**config.mk**
```make
export PLATFORM = sky130hd
export DESIGN_NAME = dram_uart_tx_flat
export DESIGN_NICKNAME = d
export VERILOG_FILES = /design/src/rtl/dram_uart_tx_if.sv /design/src/rtl/dram_uart_tx.sv /design/src/flat_wrapper.sv
export SDC_FILE = /design/constraint.sdc
export NUM_CORES = 1
export LEC_CHECK = 0
export CAP_MARGIN = 30
export CORE_MARGIN = 1.5
export CORE_UTILIZATION = 55
export CTS_CLUSTER_SIZE = 40
export DETAILED_ROUTE_END_ITERATION = 10
export PLACE_DENSITY = 0.81
export SLEW_MARGIN = 20
export SYNTH_ARGS = -nofsm -noshare
export SYNTH_HDL_FRONTEND = slang
export SYNTH_SLANG_ARGS = --single-unit
```
**constraint.sdc**
```tcl
create_clock -name clock -period 3.6 [get_ports clock]
set_clock_uncertainty 0.05 [all_clocks]
set_input_delay 0.36 -clock clock [delete_from_list [all_inputs] [get_ports clock]]
set_output_delay 0.36 -clock clock [all_outputs]
set_load 0.005 [all_outputs]
```
**src/rtl/dram_uart_tx_if.sv**
```systemverilog
// Control and DRAM read-port signals for the DRAM-to-UART block transmitter.
// The slave modport is the transmitter; the master side is the controller plus memory.
interface dram_uart_tx_if #(
    parameter int ADDR_W = 20
);
    logic              start;
    logic [ADDR_W-1:0] base_addr;
    logic [ADDR_W-1:0] num_bytes;
    logic [ADDR_W-1:0] dm_addr;
    logic              dm_rden;
    logic [7:0]        dm_q;
    logic              tx;
    logic              busy;
    logic              done;

    modport master (
        output start, base_addr, num_bytes, dm_q,
        input  dm_addr, dm_rden, tx, busy, done
    );

    modport slave (
        input  start, base_addr, num_bytes, dm_q,
        output dm_addr, dm_rden, tx, busy, done
    );
endinterface

```
**src/rtl/dram_uart_tx.sv**
```systemverilog
// Reads num_bytes bytes from DRAM starting at base_addr and sends each one
// as an 8N1 UART frame, LSB first. All outputs are registered.
module dram_uart_tx #(
    parameter int CLKS_PER_BIT = 434,
    parameter int ADDR_W       = 20,
    parameter int READ_LAT     = 2
) (
    input logic           clock,
    input logic           reset,
    dram_uart_tx_if.slave bus
);
    localparam int CNT_W = $clog2(CLKS_PER_BIT);
    localparam int LAT_W = (READ_LAT > 1) ? $clog2(READ_LAT) : 1;
    localparam logic [CNT_W-1:0] BIT_LAST = CNT_W'(CLKS_PER_BIT - 1);
    localparam logic [LAT_W-1:0] LAT_LAST = LAT_W'(READ_LAT - 1);

    typedef enum logic [2:0] {
        S_IDLE, S_FETCH, S_START, S_DATA, S_STOP, S_DONE
    } state_t;

    state_t            state;
    logic [ADDR_W-1:0] addr;
    logic [ADDR_W-1:0] remaining;
    logic [CNT_W-1:0]  bit_cnt;
    logic [LAT_W-1:0]  lat_cnt;
    logic [2:0]        bit_idx;
    logic [7:0]        shreg;

    // NOTE: every register here, outputs included, is state of one clocked
    // process, so all assignments are non-blocking and all get a reset value.
    always_ff @(posedge clock or posedge reset) begin
        if (reset) begin
            state       <= S_IDLE;
            addr        <= '0;
            remaining   <= '0;
            bit_cnt     <= '0;
            lat_cnt     <= '0;
            bit_idx     <= '0;
            shreg       <= '0;
            bus.dm_addr <= '0;
            bus.dm_rden <= 1'b0;
            bus.tx      <= 1'b1;
            bus.busy    <= 1'b0;
            bus.done    <= 1'b0;
        end else begin
            bus.dm_rden <= 1'b0;
            bus.done    <= 1'b0;
            case (state)
                S_IDLE: begin
                    bus.tx   <= 1'b1;
                    bus.busy <= 1'b0;
                    if (bus.start) begin
                        addr      <= bus.base_addr;
                        remaining <= bus.num_bytes;
                        if (bus.num_bytes == '0) begin
                            state    <= S_DONE;
                            bus.done <= 1'b1;
                        end else begin
                            state       <= S_FETCH;
                            bus.busy    <= 1'b1;
                            bus.dm_rden <= 1'b1;
                            bus.dm_addr <= bus.base_addr;
                            lat_cnt     <= '0;
                        end
                    end
                end

                S_FETCH: begin
                    // Read data is valid on the last of the READ_LAT fetch cycles.
                    if (lat_cnt == LAT_LAST) begin
                        shreg   <= bus.dm_q;
                        bus.tx  <= 1'b0;
                        bit_cnt <= '0;
                        state   <= S_START;
                    end else begin
                        lat_cnt <= lat_cnt + LAT_W'(1);
                    end
                end

                S_START: begin
                    if (bit_cnt == BIT_LAST) begin
                        bit_cnt <= '0;
                        bit_idx <= '0;
                        bus.tx  <= shreg[0];
                        state   <= S_DATA;
                    end else begin
                        bit_cnt <= bit_cnt + CNT_W'(1);
                    end
                end

                S_DATA: begin
                    if (bit_cnt == BIT_LAST) begin
                        bit_cnt <= '0;
                        if (bit_idx == 3'd7) begin
                            bus.tx <= 1'b1;
                            state  <= S_STOP;
                        end else begin
                            bit_idx <= bit_idx + 3'd1;
                            bus.tx  <= shreg[1];
                            shreg   <= {1'b0, shreg[7:1]};
                        end
                    end else begin
                        bit_cnt <= bit_cnt + CNT_W'(1);
                    end
                end

                S_STOP: begin
                    if (bit_cnt == BIT_LAST) begin
                        bit_cnt   <= '0;
                        addr      <= addr + ADDR_W'(1);
                        remaining <= remaining - ADDR_W'(1);
                        if (remaining == ADDR_W'(1)) begin
                            state    <= S_DONE;
                            bus.busy <= 1'b0;
                            bus.done <= 1'b1;
                        end else begin
                            state       <= S_FETCH;
                            bus.dm_rden <= 1'b1;
                            bus.dm_addr <= addr + ADDR_W'(1);
                            lat_cnt     <= '0;
                        end
                    end else begin
                        bit_cnt <= bit_cnt + CNT_W'(1);
                    end
                end

                S_DONE: begin
                    bus.busy <= 1'b0;
                    state    <= S_IDLE;
                end

                default: state <= S_IDLE;
            endcase
        end
    end
endmodule

```
**src/flat_wrapper.sv**
```systemverilog
// flat-port wrapper written by rule: the top's interface ports become plain ports
module dram_uart_tx_flat 
#(
    parameter int CLKS_PER_BIT = 434,
    parameter int ADDR_W       = 20,
    parameter int READ_LAT     = 2
)
  (clock, reset, bus_start, bus_base_addr, bus_num_bytes, bus_dm_q, bus_dm_addr, bus_dm_rden, bus_tx, bus_busy, bus_done);
  dram_uart_tx_if #(.ADDR_W(ADDR_W)) bus_i ();
  input logic clock;
  input logic reset;
  input wire logic [$bits(bus_i.start)-1:0] bus_start;
  input wire logic [$bits(bus_i.base_addr)-1:0] bus_base_addr;
  input wire logic [$bits(bus_i.num_bytes)-1:0] bus_num_bytes;
  input wire logic [$bits(bus_i.dm_q)-1:0] bus_dm_q;
  output wire logic [$bits(bus_i.dm_addr)-1:0] bus_dm_addr;
  output wire logic [$bits(bus_i.dm_rden)-1:0] bus_dm_rden;
  output wire logic [$bits(bus_i.tx)-1:0] bus_tx;
  output wire logic [$bits(bus_i.busy)-1:0] bus_busy;
  output wire logic [$bits(bus_i.done)-1:0] bus_done;
  assign bus_i.start = bus_start;
  assign bus_i.base_addr = bus_base_addr;
  assign bus_i.num_bytes = bus_num_bytes;
  assign bus_i.dm_q = bus_dm_q;
  assign bus_dm_addr = bus_i.dm_addr;
  assign bus_dm_rden = bus_i.dm_rden;
  assign bus_tx = bus_i.tx;
  assign bus_busy = bus_i.busy;
  assign bus_done = bus_i.done;
  dram_uart_tx #(.CLKS_PER_BIT(CLKS_PER_BIT), .ADDR_W(ADDR_W), .READ_LAT(READ_LAT)) u_core (.clock(clock), .reset(reset), .bus(bus_i));
endmodule
```
After elaboration in Yosys (flattened, before gate mapping)
Index checks and enable logic that the tools add are counted.
{"block": "word_totals", "ff_bits": 88, "out_inout_bits": 24}
{"block": "classes", "addsub": 5, "eq_ne": 18, "muxes": 55, "reduce_logical": 19}
{"cell": "$mux W20", "n": 8}
{"cell": "$pmux W20 S2", "n": 3}
{"cell": "$mux W3", "n": 11}
{"cell": "$mux W8", "n": 3}
{"cell": "$add A20 B1 Y20 const B", "n": 1}
{"cell": "$eq A20 B1 Y1 const B", "n": 1}
{"cell": "$logic_not A20 Y1", "n": 1}
{"cell": "$sub A20 B1 Y20 const B", "n": 1}
{"cell": "$mux W1", "n": 19}
{"cell": "$mux W9", "n": 2}
{"cell": "$pmux W9 S2", "n": 1}
{"cell": "$pmux W8 S2", "n": 1}
{"cell": "$pmux W3 S5", "n": 1}
{"cell": "$ne A2 B1 Y1 const B", "n": 6}
{"cell": "$reduce_and A4 Y1", "n": 3}
{"cell": "$reduce_and A5 Y1", "n": 2}
{"cell": "$add A9 B1 Y9 const B", "n": 1}
{"cell": "$eq A3 B3 Y1 const B", "n": 3}
{"cell": "$eq A9 B9 Y1 const B", "n": 1}
{"cell": "$ne A2 B2 Y1 const B", "n": 4}
{"cell": "$reduce_bool A2 Y1", "n": 4}
{"cell": "$eq A3 B2 Y1 const B", "n": 2}
{"cell": "$pmux W1 S3", "n": 2}
{"cell": "$pmux W3 S2", "n": 1}
{"cell": "12 further kinds", "n": 15}

Depth between registers and ports, before layout
{"block": "depth", "word_depth": 4, "mapped_depth": 8}

Worst setup path before layout
OpenSTA, ideal clock, no wires.
{"block": "synth_path", "path_type": "register to register", "start": "register u_core.bit_cnt[2]", "end": "register u_core.bus.dm_addr[10]", "setup_time_ps": 125, "t_arrival_ps": 2046, "required_time_ps": 3425, "setup_slack_ps": 1379, "path_stages_with_launch": 7, "path_buffers": 1, "period_less_slack_ps": 2221, "cell_sequence": "dfrtp_1 -> nor4b_4 -> nand3_4 -> a21o_4 -> o31ai_4 -> buf_6 -> mux2_4"}
{"block": "synth_via", "elab_chain_cells": 3}
{"element": "start, declared", "line": "dram_uart_tx.sv:24", "text": "logic [CNT_W-1:0] bit_cnt;"}
{"element": "start signal, assigned", "line": "dram_uart_tx.sv:87", "text": "bit_cnt <= bit_cnt + CNT_W'(1);"}
{"element": "start signal, assigned", "line": "dram_uart_tx.sv:103", "text": "bit_cnt <= bit_cnt + CNT_W'(1);"}
{"element": "start signal, assigned", "line": "dram_uart_tx.sv:123", "text": "bit_cnt <= bit_cnt + CNT_W'(1);"}
{"element": "$eq A9 B9 Y1", "line": "dram_uart_tx.sv:108", "text": "if (bit_cnt == BIT_LAST) begin"}
{"element": "$ne A2 B1 Y1 (no line)"}
{"element": "$reduce_and A5 Y1 (no line)"}
{"element": "end signal, assigned", "line": "dram_uart_tx.sv:62", "text": "bus.dm_addr <= bus.base_addr;"}
{"element": "end signal, assigned", "line": "dram_uart_tx.sv:119", "text": "bus.dm_addr <= addr + ADDR_W'(1);"}
{"element": "end, declared", "line": "dram_uart_tx_if.sv:23", "text": "output dm_addr, dm_rden, tx, busy, done"}
Every way passes these cells.
A chain may end at the register's enable or synchronous reset.

Worst setup path after layout
{"block": "layout_path", "start": "register u_core.bit_cnt[1]", "end": "register u_core.bus.dm_addr[15]"}
Same word-level chain as after synthesis.

==> impl_metrics.ini <==
[synthesis]
synthArstFlopShare = 1.00
synthesis.area_sq_um = 5220
synth_area_leaders = dfrtp_1 42%, a21oi_1 5.3%, mux2_4 4.6%
synthFlopType = dfrtp_1
synth_cell_types = 64
synth_largest_area_cell = dfrtp_1
synth.ff_latch_count = 88
yosysWarnings = 0
synth-seq-area-share = 0.422
synth_top_area_frac = 0.417
avgSynthCellArea_sq_um = 9.15
synth_nets = 628
synth_edf_count = 0
syn_inst = 570

[grt]
grtUsageTotal = 0.261
grt_max_degree = 89
antenna_found_initial = 0
grt-ovfl-total = 0
grt_pass1_wl_um = 21000
grt_pass1_vias = 4365

[status]
status = complete, no violations

[cts]
root_buffer = clkbuf_8
post_cts_buffers = 0
htree_num_levels = 3
ctsResizeCount = 0
cts_hold_buf = 0
clk_pin_slew_worst_paths_ns = 0.09
cts_inserted_buffers = 9
clock_latency_ns = 0.36
cts_tree = yes
cts.sinks = 88
clockBufferDepth = 2

[floorplan]
die_area_sq_um = 10100
die_x_um = 100
num_rows = 35
die_y_um = 100
num_io_pins = 75
core_area_sq_um = 9200
start_util = 0.567

[setup_path]
path_class = register to register
critPathRequiredTime_ns = 3.80
reg2reg_slack_ns = 0.87
r2r_start = u_core.bit_cnt[1]
crit_path_end_kind = register
path_max_fanout = 33
path_cells = inv_1, ha_1, and4_1, nand3_4, a21o_4, o31ai_4, buf_4, mux2_2
worstPathArrival_ns = 2.93
cp-startpoint = u_core.bit_cnt[1]
max_stage_delay_ns = 0.41
cp-start-kind = register
cpMaxStageDelayCell = dfrtp_1
worst_r2r_endpoint = u_core.bus.dm_addr[15]
r2r_cells = 8

[timing]
rsz0062_at_grt = false
clock.fmax_ghz = 0.367
finalHoldViolCount = 0
setup_violations = 0
slew_viol_final = 0
finalWorstPathRequiredPeriod_ns = 2.73
period_share = 0.757
tightestPinTransition_ns = 0.840
slew_headroom = 0.438
setup-tns-final_ns = 0

[power_and_ir_drop]
seqPwrFrac = 0.537
powerDensity_nw_per_um2 = 305
vdd_drop_max_v = 0.000187
p_total_mw = 1.89
clockPowerShare = 0.381
p_sw_frac = 0.247
p_leak_nw = 2.52
switchingPower_mw = 0.468
combinationalPowerShare = 0.082
p_int_mw = 1.42

[routing]
vias = 4628
ant_nets = 0
dr.pass1.iters = 5
drt-total-wl_um = 12700
drtIter0Drc = 379
drc_errors = 0
wl_per_cell_um = 17.2
via_per_inst = 6.26

[place]
port_buffers = 74
place_area_sq_um = 6000
place_congestion = 0.878
hpwl_um = 8610

[cells_and_area]
drive_gt1_frac = 0.104
final_area_sq_um = 6200
area_growth_pct = 18.8
nets = 681
n_antenna_cell = 0
fill_cells = 730
ff_latch_area_sq_um = 2200
final_util = 0.674
multi_input_area_sq_um = 2810

[run]
drv_cap = 0

[min_path]
hp-class = primary input to asynchronous set/reset pin
-- layout make-up --
class                   instances  share of cell area
flip-flops and latches         88               0.355
clock buffers                   9              0.0200
well taps                     111              0.0224
clock inverters                 7              0.0125
repair buffers                 79               0.128
inverters                      13             0.00807
multi-input cells             432               0.454
-- state kept, by name (all words and copies together), names as in the netlist --
signal,flops
u_core.bus.dm_rden,1
u_core.bus.done,1
u_core.bus.tx,1
u_core.lat_cnt,1
u_core.bus.busy,1
u_core.shreg,8
u_core.addr,20
u_core.bit_cnt,9
u_core.bit_idx,3
u_core.bus.dm_addr,20
u_core.remaining,20
u_core.state,3
-- synth_stat cells (all sizes together), types with 2 or more instances --
| cell type | count |
|---|---|
| dfrtp | 87 |
| nor2 | 63 |
| a21oi | 56 |
| nand2 | 50 |
| o21ai | 37 |
| clkbuf | 27 |
| mux2 | 24 |
| nand4 | 16 |
| a31oi | 15 |
| xor2 | 15 |
| nand3 | 14 |
| nor4 | 13 |
| inv | 12 |
| mux2i | 11 |
| nor3 | 11 |
| and3 | 10 |
| buf | 10 |
| o22ai | 10 |
| a22o | 8 |
| a22oi | 7 |
| ha | 7 |
| and4 | 6 |
| o22a | 6 |
| o2bb2ai | 4 |
| o31ai | 4 |
| or3 | 4 |
| a31o | 3 |
| and2 | 3 |
| o21a | 3 |
| o32ai | 3 |
| a21o | 2 |
| a2bb2oi | 2 |
| nand2b | 2 |
| nor2b | 2 |
| o41ai | 2 |
| or2 | 2 |
| xnor2 | 2 |
-- per-stage QoR --
stage,hold slack [ns],cells,setup WS (ns)
floorplan,0.416,570,0.913
global placement,0.446,723,0.982
detailed placement,0.445,723,0.931
CTS,0.382,739,0.915
global route,0.415,739,0.763
finish,0.358,739,0.873
-- critical path, delay by kind of cell (launching register included) --
| kind | cells | cell delay (ns) |
|---|---|---|
| AOI/OAI and AO/OA | 2 | 0.66 |
| DFF | 1 | 0.41 |
| muxes | 1 | 0.38 |
| adders and majority gates | 1 | 0.14 |
| and+or+nand+nor | 2 | 0.46 |
| buffers and inverters | 2 | 0.48 |
-- worst max path at each step --
stage	slack, ns	end
after floorplan	0.91	u_core.addr[0]
after global placement	0.98	u_core.bus.dm_addr[15]
after detailed placement	0.93	u_core.bus.dm_addr[14]
after CTS	0.91	u_core.bus.dm_addr[19]
after global routing	0.76	u_core.bus.dm_addr[19]
final	0.87	u_core.bus.dm_addr[15]
-- cells in the final DEF (no fill, tap or decap), drive strengths merged, types with 11 or more instances in the layout --
| master | count |
|---|---|
| a21oi | 56 |
| a31oi | 15 |
| clkdlybuf4s50 | 74 |
| dfrtp | 87 |
| inv | 14 |
| mux2 | 24 |
| mux2i | 11 |
| nand2 | 50 |
| nand3 | 14 |
| nand4 | 16 |
| nor2 | 63 |
| nor3 | 11 |
| nor4 | 13 |
| o21ai | 37 |
| xor2 | 15 |
-- power groups by stage --
stage | logic [mW] | registers, mW | clock network, mW
finish | 0.155 | 1.01 | 0.721
floorplan | 0.0650 | 1.03 | 0
detailed placement | 0.157 | 1.03 | 0
CTS | 0.157 | 1.01 | 0.726
global placement | 0.153 | 1.03 | 0
global route | 0.171 | 1.02 | 0.762
-- logic make-up after synthesis --
logic type	synth area share
AO/OA/AOI/OAI	0.211
buffers and inverters	0.0405
flip-flops	0.422
AND/OR/NAND/NOR	0.196
adder cells (fa/ha/maj)	0.0168
multiplexers	0.0844
XOR/XNOR	0.0285
-- routing by layer --
layer	vias to the layer above	share of wire	track usage
met2	165	0.47	0.410
li1	2199	-	-
met3	16	0.060	0.0320
met1	2248	0.45	0.374
met5	-	0	0
met4	0	0.014	0.0899
No activity file was read; power rests on OpenSTA's default activity.
